==> src/rtl/seq_gen_sft.sv <==
// rtl/seq_gen_sft.sv - serial pattern transmitter with repeat count and idle gap
module seq_gen_sft #(
    parameter int              WIDTH   = 6,
    parameter logic [WIDTH-1:0] PATTERN = 6'b100110,
    parameter int              CNT_W   = 4,
    parameter int              GAP_W   = 4
) (
    input  logic             clk,
    input  logic             rst_n,
    input  logic             load_vld,
    output logic             load_rdy,
    input  logic             load_def,
    input  logic [WIDTH-1:0] load_pat,
    input  logic [CNT_W-1:0] load_rpt,
    input  logic [GAP_W-1:0] load_gap,
    input  logic             abort,
    output logic             dout,
    output logic             dout_vld,
    output logic             busy,
    output logic             frame_done,
    output logic             all_done
);

    localparam int BW = (WIDTH > 1) ? $clog2(WIDTH) : 1;
    localparam logic [BW-1:0]    LAST  = BW'(WIDTH - 1);
    localparam logic [BW-1:0]    BIT1  = BW'(1);
    localparam logic [CNT_W-1:0] CNT1  = CNT_W'(1);
    localparam logic [GAP_W-1:0] GAP1  = GAP_W'(1);

    typedef enum logic [1:0] {
        S_IDLE = 2'd0,
        S_SEND = 2'd1,
        S_GAP  = 2'd2
    } state_t;

    state_t           state;
    logic [WIDTH-1:0] shreg;     // bits still to be shifted out of the current frame
    logic [WIDTH-1:0] pat_lat;   // job pattern, reloaded at the start of every frame
    logic [BW-1:0]    bit_cnt;   // index of the bit currently on dout
    logic [CNT_W-1:0] frm_cnt;   // frames remaining after the current one
    logic [GAP_W-1:0] gap_len;   // latched idle-gap length
    logic [GAP_W-1:0] gap_cnt;   // gap cycles remaining after the current one

    logic [WIDTH-1:0] load_word;

    assign load_word = load_def ? PATTERN : load_pat;
    assign load_rdy  = (state == S_IDLE);

    // Job FSM: all outputs registered so they line up with the bit on dout
    always_ff @(posedge clk or negedge rst_n) begin
        if (!rst_n) begin
            state      <= S_IDLE;
            shreg      <= '0;
            pat_lat    <= '0;
            bit_cnt    <= '0;
            frm_cnt    <= '0;
            gap_len    <= '0;
            gap_cnt    <= '0;
            dout       <= 1'b0;
            dout_vld   <= 1'b0;
            busy       <= 1'b0;
            frame_done <= 1'b0;
            all_done   <= 1'b0;
        end else begin
            frame_done <= 1'b0;
            all_done   <= 1'b0;
            case (state)
                S_IDLE: begin
                    if (load_vld) begin
                        pat_lat  <= load_word;
                        shreg    <= load_word << 1;
                        frm_cnt  <= load_rpt;
                        gap_len  <= load_gap;
                        bit_cnt  <= '0;
                        dout     <= load_word[WIDTH-1];
                        dout_vld <= 1'b1;
                        busy     <= 1'b1;
                        state    <= S_SEND;
                    end
                end
                S_SEND: begin
                    if (abort) begin
                        dout     <= 1'b0;
                        dout_vld <= 1'b0;
                        busy     <= 1'b0;
                        state    <= S_IDLE;
                    end else if (bit_cnt == LAST) begin
                        if (frm_cnt == '0) begin
                            dout     <= 1'b0;
                            dout_vld <= 1'b0;
                            busy     <= 1'b0;
                            state    <= S_IDLE;
                        end else begin
                            frm_cnt <= frm_cnt - CNT1;
                            if (gap_len == '0) begin
                                shreg    <= pat_lat << 1;
                                bit_cnt  <= '0;
                                dout     <= pat_lat[WIDTH-1];
                                dout_vld <= 1'b1;
                            end else begin
                                gap_cnt  <= gap_len - GAP1;
                                dout     <= 1'b0;
                                dout_vld <= 1'b0;
                                state    <= S_GAP;
                            end
                        end
                    end else begin
                        dout    <= shreg[WIDTH-1];
                        shreg   <= shreg << 1;
                        bit_cnt <= bit_cnt + BIT1;
                        if ((bit_cnt + BIT1) == LAST) begin
                            frame_done <= 1'b1;
                            all_done   <= (frm_cnt == '0);
                        end
                    end
                end
                S_GAP: begin
                    if (abort) begin
                        dout     <= 1'b0;
                        dout_vld <= 1'b0;
                        busy     <= 1'b0;
                        state    <= S_IDLE;
                    end else if (gap_cnt == '0) begin
                        shreg    <= pat_lat << 1;
                        bit_cnt  <= '0;
                        dout     <= pat_lat[WIDTH-1];
                        dout_vld <= 1'b1;
                        state    <= S_SEND;
                    end else begin
                        gap_cnt <= gap_cnt - GAP1;
                    end
                end
                default: begin
                    dout     <= 1'b0;
                    dout_vld <= 1'b0;
                    busy     <= 1'b0;
                    state    <= S_IDLE;
                end
            endcase
        end
    end

endmodule
==> config.mk <==
export PLATFORM = sky130hd
export DESIGN_NAME = seq_gen_sft
export DESIGN_NICKNAME = d
export VERILOG_FILES = /design/src/rtl/seq_gen_sft.sv
export SDC_FILE = /design/constraint.sdc
export NUM_CORES = 1
export LEC_CHECK = 0
export ABC_AREA = 1
export BUFFER_PORTS_ARGS = -buffer_cell sky130_fd_sc_hd__buf_2
export CAP_MARGIN = 20
export CORE_MARGIN = 4
export CORE_UTILIZATION = 40
export DETAILED_ROUTE_END_ITERATION = 7
export GPL_TIMING_DRIVEN = 0
export PLACE_DENSITY = 0.7
export SETUP_SLACK_MARGIN = 0.05
export SLEW_MARGIN = 30
export SYNTH_ARGS = -nofsm -noshare
export SYNTH_HDL_FRONTEND = slang
export SYNTH_SLANG_ARGS = --single-unit
==> constraint.sdc <==
create_clock -name clk -period 4.5 [get_ports clk]
set_input_delay 0.675 -clock clk [delete_from_list [all_inputs] [get_ports clk]]
set_output_delay 0.675 -clock clk [all_outputs]
set_load 0.005 [all_outputs]
==> results of run 1 <==
[cells by family (layout without fill, tap and decap cells)]
| kind of cell | after synthesis | in the layout |
|---|---|---|
| AOI/OAI and AO/OA | 34 | 34 |
| xor gates and xnor gates | 1 | 1 |
| adders and majority gates | 6 | 6 |
| buffers and inverters | 40 | 71 |
| DFF | 33 | 33 |
| and+or+nand+nor | 173 | 173 |
[report_power, final]
group          switching [W]  internal (W)  total (W)
Clock              0.0000988      0.000121   0.000220
Combinational       0.000529      0.000302   0.000832
Sequential         0.0000850      0.000430   0.000515
Total               0.000713      0.000854    0.00157
[through the flow]
step / worst slack (ns) / cell area [um2] / std cells / total power [W] / utilization
6_report: 2.56 / 2290 / 385 / 0.00157 / 0.479
5_1_grt: 2.49 / 2290 / 385 / 0.00175 / 0.479
4_1_cts: 2.56 / 2290 / 385 / 0.00159 / 0.479
3_5_place_dp: 2.80 / 2210 / 378 / 0.00136 / 0.461
3_3_place_gp: 2.84 / 2210 / 378 / 0.00133 / 0.461
2_1_floorplan: 3.01 / 2000 / 287 / 0.00116 / -
[sequential cells by signal, summed over array words and instances, names as in the netlist]
register / cells
pat_lat: 6
bit_cnt: 3
gap_cnt: 4
dout: 1
shreg: 5
all_done: 1
frame_done: 1
frm_cnt: 4
busy: 1
gap_len: 4
state: 2
dout_vld: 1
[worst max path at each step]
stage	from	to	slack [ns]	cells past startpoint
global placement	abort	shreg[5]$_DFFE_PN0P_	2.84	9
global route	state[0]$_DFFE_PN0P_	load_rdy	2.49	3
finish	state[0]$_DFFE_PN0P_	load_rdy	2.56	3
floorplan	state[0]$_DFFE_PN0P_	gap_cnt[2]$_DFFE_PN0P_	3.01	9
CTS	state[0]$_DFFE_PN0P_	load_rdy	2.56	3
detailed placement	state[0]$_DFFE_PN0P_	gap_cnt[2]$_DFFE_PN0P_	2.80	9
[routing by layer]
layer	global-route usage	vias to the layer above
li1	-	956
met1	0.197	812
met2	0.245	38
met3	0.0374	10
met4	0.0577	0
met5	0	-
[area by class of cell]
cell class                 count  area (um2)  area share
multi-input combinational    214        1010       0.442
sequential                    33         826       0.360
inverter                      36         135      0.0589
timing repair buffer          24         120      0.0523
clock buffer                   7        86.3      0.0376
tap                           67        83.8      0.0365
buffer                         4        30.0      0.0131
[layout by cell type (no fill, tap or decap)]
cell type,count
sky130_fd_sc_hd__nand3_4,1
sky130_fd_sc_hd__clkbuf_1,2
sky130_fd_sc_hd__nand2_4,1
sky130_fd_sc_hd__nor3_1,1
sky130_fd_sc_hd__a21oi_1,2
sky130_fd_sc_hd__dfrtp_1,33
sky130_fd_sc_hd__nand2_2,5
sky130_fd_sc_hd__buf_2,24
sky130_fd_sc_hd__nand4_1,3
sky130_fd_sc_hd__nand3b_1,1
sky130_fd_sc_hd__o21ai_0,27
sky130_fd_sc_hd__o21ai_2,1
sky130_fd_sc_hd__nor2_2,1
sky130_fd_sc_hd__nor2_1,25
sky130_fd_sc_hd__nand3_2,2
sky130_fd_sc_hd__nand3_1,18
sky130_fd_sc_hd__inv_1,34
sky130_fd_sc_hd__inv_2,2
sky130_fd_sc_hd__ha_1,6
sky130_fd_sc_hd__o21ai_1,4
sky130_fd_sc_hd__nor2_4,3
sky130_fd_sc_hd__nand2_1,112
sky130_fd_sc_hd__xor2_1,1
sky130_fd_sc_hd__buf_4,2
sky130_fd_sc_hd__clkbuf_8,6
sky130_fd_sc_hd__buf_6,1
==> results.toml, run 1 <==
[placed_design]
routabilityCongestion = 0.830
dpl.hpwl_um = 3220
portBuffers = 24

[clocking]
master_cell_of_the_clock_root_buffer = "sky130_fd_sc_hd__clkbuf_8"
tritoncts_clock_tree = "built"
postCtsSetupRepairBufs = 0
htree_num_levels = 2
worst_setup_hold_path_clk_slew_ns = 0.06
cts.repair.resized = 0
cts_buffers = 5
clk-insertion-delay-late_ns = 0.28
ctsHoldBuffers = 0
cts.sink_count = 33
cts_buffer_depth = 2

[global_route]
grt_max_degree = 34
globalRouteTotalUtil = 0.152
grt_antenna_before_repair = 0
grt_pass1_wl_um = 7550
final_global_route_overflow_total = 0
via_count_of_the_first_global_routing_pass = 1775

[critical_path]
critical_path.slowest_cell = "sky130_fd_sc_hd__dfrtp_1"
rr_startpoint = "state[0]$_DFFE_PN0P_"
critPathLaunchType = "register"
worstPathArrival_ns = 1.26
setup.worst_path.end_class = "output port"
cells_on_worst_reg2reg_path = 9
timing.critical_path.cells = "inv_1 > ha_1 > buf_2"
cp.buffers_inverters = 2
timing.critical_path.max_delay_family = "flip-flops"
flop2flop_setup_slack_ns = 2.79
timing.critical_path.fanout_max = 7
kind_of_critical_path = "reg2out"
worst_ep_required_time_ns = 3.83
regToRegEndpoint = "gap_cnt[2]$_DFFE_PN0P_"
worst_path_largest_cell_delay_ns = 0.42

[yosys]
yosys_warnings = 0
synth.top_cells.by_count = "sky130_fd_sc_hd__nand2_1, sky130_fd_sc_hd__inv_1, sky130_fd_sc_hd__dfrtp_1, sky130_fd_sc_hd__o21ai_0, sky130_fd_sc_hd__nor2_1"
async_reset_ff_frac = 1.00
synth_largest_type_area_fraction = 0.412
syn-instance-count = 287
dominant_cell_by_count_in_the_synthesized_netlist = "sky130_fd_sc_hd__nand2_1"
synth_nets = 312
synthesized_area_fraction_occupied_by_ao_oa_aoi_and_oai_cells = 0.0868
simple_gate_share_of_the_synthesized_area = 0.377
synth_fa_ha_area_frac = 0.0375
synth_seq_cells = 33
synth_area_um2 = 2000
seq_area_frac_synth = 0.412
synthDistinctLibCells = 24
synthesis.area_per_instance_um2 = 6.98
largest_family_of_logic_cells_by_synthesized_area = "simple AND/OR/NAND/NOR gates"
synth_xor_area_frac = 0.00437
post_synth_mux_area_share = 0
edff_count_synth = 0
post_synth_main_area_contributors = "sky130_fd_sc_hd__dfrtp_1, sky130_fd_sc_hd__nand2_1, sky130_fd_sc_hd__o21ai_0"
synth_top_flop_cell = "sky130_fd_sc_hd__dfrtp_1"
library_cell_with_the_largest_summed_area_after_synthesis = "sky130_fd_sc_hd__dfrtp_1"

[timing]
max_slew.worst_pin.slew_ns = 0.755
max_clock_freq_mhz = 516
layout_worst_path_cycle_share = 0.431
setup_viol = 0
slew_violations = 0
clock_skew_ns = 0.00538
timing.final.hold_violations = 0
rsz_0062_raised_after_global_routing = "false"
period_minus_slack_ns = 1.94
worst_hold_slack_ns = 0.462
fin_tns_setup_ns = 0
slew-limit-headroom = 0.497

[run_status]
outcome = "completed"

[floorplanning]
fp-row-count = 25
design.core.area_um2 = 4790
die_y_um = 78.8
chipWidth_um = 78.8
boundaryPins = 25
starting_utilization_of_the_core_area = 0.419
floorplan.die_area_um2 = 6210

[power_and_ir_drop]
p_leak_nw = 1.26
pwr_density_cell_nw_per_um2 = 683
irDropWorstVdd_mv = 0.304

[drt]
first_iter_violations = 83
drt-met1-wl_um = 1990
detail_route.wl_per_cell_um = 10.8
drt_first_pass_iters = 4
wl_met3_um = 217
top_layer_reached_by_signal_wires = "met4"
vias_per_cell = 4.72
drtAntennaViolNets = 0
drt_drc_violations_left = 0
routed-via-count = 1816
met2_wirelength_um = 1890
routed_wirelength_um = 4170

[job]
max_cap_viols = 0

[finish]
antenna_cells_inserted = 0
syn_to_final_growth_pct = 14.5
final_nets = 343
nFillCells = 491
drive_gt1_frac = 0.154

[worst_hold_path]
hp-class = "in2async"
No activity file was read; power rests on OpenSTA's default activity.
==> inputs of run 2 (changes only) <==
Settings changed: PLACE_DENSITY 0.7 to 0.72.
Clock period 4.5 ns to 1.6 ns, I/O delays scaled along.
==> run 2 against run 1 <==
Effect of this change: first-iteration DRC count is 11% lower; power grew to 3.4 times the previous value; sequential power grew to 2.9 times the previous value; non-clock buffer count is 12 higher; worst setup slack worse by 2.5 ns; utilization is 6.4 points higher; design area is 13% higher.
==> results.toml, run 2 (synthesis results as in run 1) <==
[run_status]
outcome = "completed"

[timing]
max_slew.worst_pin.slew_ns = 0.756
max_clock_freq_mhz = 639
slew-limit-headroom = 0.496
setup_viol = 0
clock_skew_ns = 0.00361
timing.final.hold_violations = 0
fin_tns_setup_ns = 0
period_minus_slack_ns = 1.56
layout_worst_path_cycle_share = 0.978
slew_violations = 0
rsz_0062_raised_after_global_routing = "true"

[finish]
drive_gt1_frac = 0.270
final_common_cell = "sky130_fd_sc_hd__nand2_1"
nFillCells = 426
largest_register = "pat_lat"
design_area_um2 = 2600
largestRegisters = "pat_lat: 6 flops, shreg: 5 flops"
syn_to_final_growth_pct = 29.8
max_reg_flops = 6
layout_common_cells = "sky130_fd_sc_hd__nand2_1, sky130_fd_sc_hd__dfrtp_1, sky130_fd_sc_hd__inv_1"
final_nets = 355
ff_latch_area_um2 = 827
multiInputGateArea_um2 = 1200
antenna_cells_inserted = 0

[drt]
drtAntennaViolNets = 0
routed_wirelength_um = 4860
detail_route.wl_per_cell_um = 12.2
routed-via-count = 1919
drt_first_pass_iters = 4
drt_drc_violations_left = 0
vias_per_cell = 4.83
first_iter_violations = 74

[floorplanning]
starting_utilization_of_the_core_area = 0.419
design.core.area_um2 = 4790
die_y_um = 78.8
chipWidth_um = 78.8
boundaryPins = 25
floorplan.die_area_um2 = 6210
fp-row-count = 25

[power_and_ir_drop]
irDropWorstVdd_mv = 0.887
totalPowerFinal_w = 0.00526
pwr_density_cell_nw_per_um2 = 2020
p_leak_nw = 1.38

[clocking]
cts_buffers = 5
master_cell_of_the_clock_root_buffer = "sky130_fd_sc_hd__clkbuf_8"
cts_buffer_depth = 2
clk-insertion-delay-late_ns = 0.28
htree_num_levels = 2
tritoncts_clock_tree = "built"
cts.sink_count = 33
worst_setup_hold_path_clk_slew_ns = 0.07

[critical_path]
rr_startpoint = "state[1]$_DFFE_PN0P_"
worst_ep_required_time_ns = 1.78
worst_path_largest_cell_delay_ns = 0.47
critical_path.slowest_cell = "sky130_fd_sc_hd__dfrtp_2"
critPathLaunchType = "register"
regToRegEndpoint = "shreg[5]$_DFFE_PN0P_"
timing.critical_path.fanout_max = 5
setup.worst_path.end_class = "register"
critical_path.startpoint = "state[1]$_DFFE_PN0P_"
flop2flop_setup_slack_ns = 0.04
critical_path.endpoint = "shreg[5]$_DFFE_PN0P_"
worstPathArrival_ns = 1.74
cells_on_worst_reg2reg_path = 8
timing.critical_path.cells = "inv_4 > ha_4 > nand4_1 > nor2_2 > nor2_4 > buf_6 > nand3_1 > nand2_1"
kind_of_critical_path = "reg2reg"

[global_route]
grt_max_degree = 34
grt_pass1_wl_um = 8140
final_global_route_overflow_total = 0
grt_antenna_before_repair = 0
globalRouteTotalUtil = 0.166
via_count_of_the_first_global_routing_pass = 1836

[placed_design]
portBuffers = 24
placed_cell_area_um2 = 2210
routabilityCongestion = 0.816
dpl.hpwl_um = 3310

[worst_hold_path]
hp-class = "in2async"

[job]
max_cap_viols = 0
run 2: cell count changes in the layout (fill, tap and decap cells not counted), moves of 3 or more:
| cell | delta |
|---|---|
| sky130_fd_sc_hd__nand2_2 | -3 |
| sky130_fd_sc_hd__buf_4 | +7 |
| sky130_fd_sc_hd__nor2_1 | -3 |
| sky130_fd_sc_hd__o21ai_0 | -8 |
| sky130_fd_sc_hd__o21ai_1 | +5 |
| sky130_fd_sc_hd__inv_2 | +5 |
| sky130_fd_sc_hd__ha_4 | +5 |
| sky130_fd_sc_hd__o21ai_2 | +3 |
| sky130_fd_sc_hd__nand2_4 | +9 |
| sky130_fd_sc_hd__inv_1 | -8 |
| sky130_fd_sc_hd__nand2_1 | -7 |
| sky130_fd_sc_hd__buf_6 | +4 |
| sky130_fd_sc_hd__ha_1 | -5 |
run 2: final cells by class:
type                       count  area share
buffer                         4      0.0163
clock buffer                   7      0.0332
inverter                      36      0.0558
multi-input combinational    214       0.460
sequential                    33       0.318
tap                           67      0.0322
timing repair buffer          36      0.0851
run 2: where the power goes:
| group | switching [W] | leakage [nW] | internal [W] |
|---|---|---|---|
| logic | 0.00184 | 0.918 | 0.00129 |
| clock network | 0.000299 | 0.0443 | 0.000341 |
| registers | 0.000271 | 0.415 | 0.00121 |
| total | 0.00241 | 1.38 | 0.00285 |
run 2: worst min path at each step:
stage,slack [ns],startpoint,cells past startpoint,end
after floorplan,-0.06,rst_n,0,all_done$_DFF_PN0_
after global placement,0.35,rst_n,1,gap_cnt[2]$_DFFE_PN0P_
after detailed placement,0.36,rst_n,1,gap_cnt[0]$_DFFE_PN0P_
after CTS,0.05,rst_n,1,gap_cnt[0]$_DFFE_PN0P_
after global routing,0.08,rst_n,1,gap_len[0]$_DFFE_PN0P_
final,0.03,rst_n,1,gap_cnt[0]$_DFFE_PN0P_
run 2: repair_timing:
action | in CTS | in global routing
hold buffers | 0 | 0
pin swaps | 2 | 9
cloned | 1 | 0
buffers inserted | 2 | 9
setup endpoints to repair | 21 | 23
endpoints found under the hold margin | 0 | 0
resized for setup | 22 | 46
run 2: worst max-delay path, delay by kind of cell (launching register included):
kind                       cells  cell delay (ns)
adders and majority gates      1             0.20
DFF                            1             0.47
buffers and inverters          2             0.23
and+or+nand+nor                5             0.55
run 2: layer usage:
metal / vias to the layer above / GRT usage / part of all wire
met1: 893 / 0.210 / 0.45
met4: 0 / 0.0682 / 0.016
met2: 40 / 0.271 / 0.49
met5: - / 0 / 0
li1: 979 / - / -
met3: 7 / 0.0385 / 0.042
run 2: metrics by stage:
| stage | hold slack, ns | util | instances | setup WS [ns] |
|---|---|---|---|---|
| floorplan | -0.0556 | - | 287 | 0.110 |
| global placement | 0.347 | 0.461 | 378 | -0.0349 |
| detailed placement | 0.356 | 0.461 | 378 | -0.0731 |
| CTS | 0.0518 | 0.500 | 388 | 0.0435 |
| global route | 0.0762 | 0.544 | 397 | -0.0653 |
| finish | 0.0250 | 0.544 | 397 | 0.0350 |
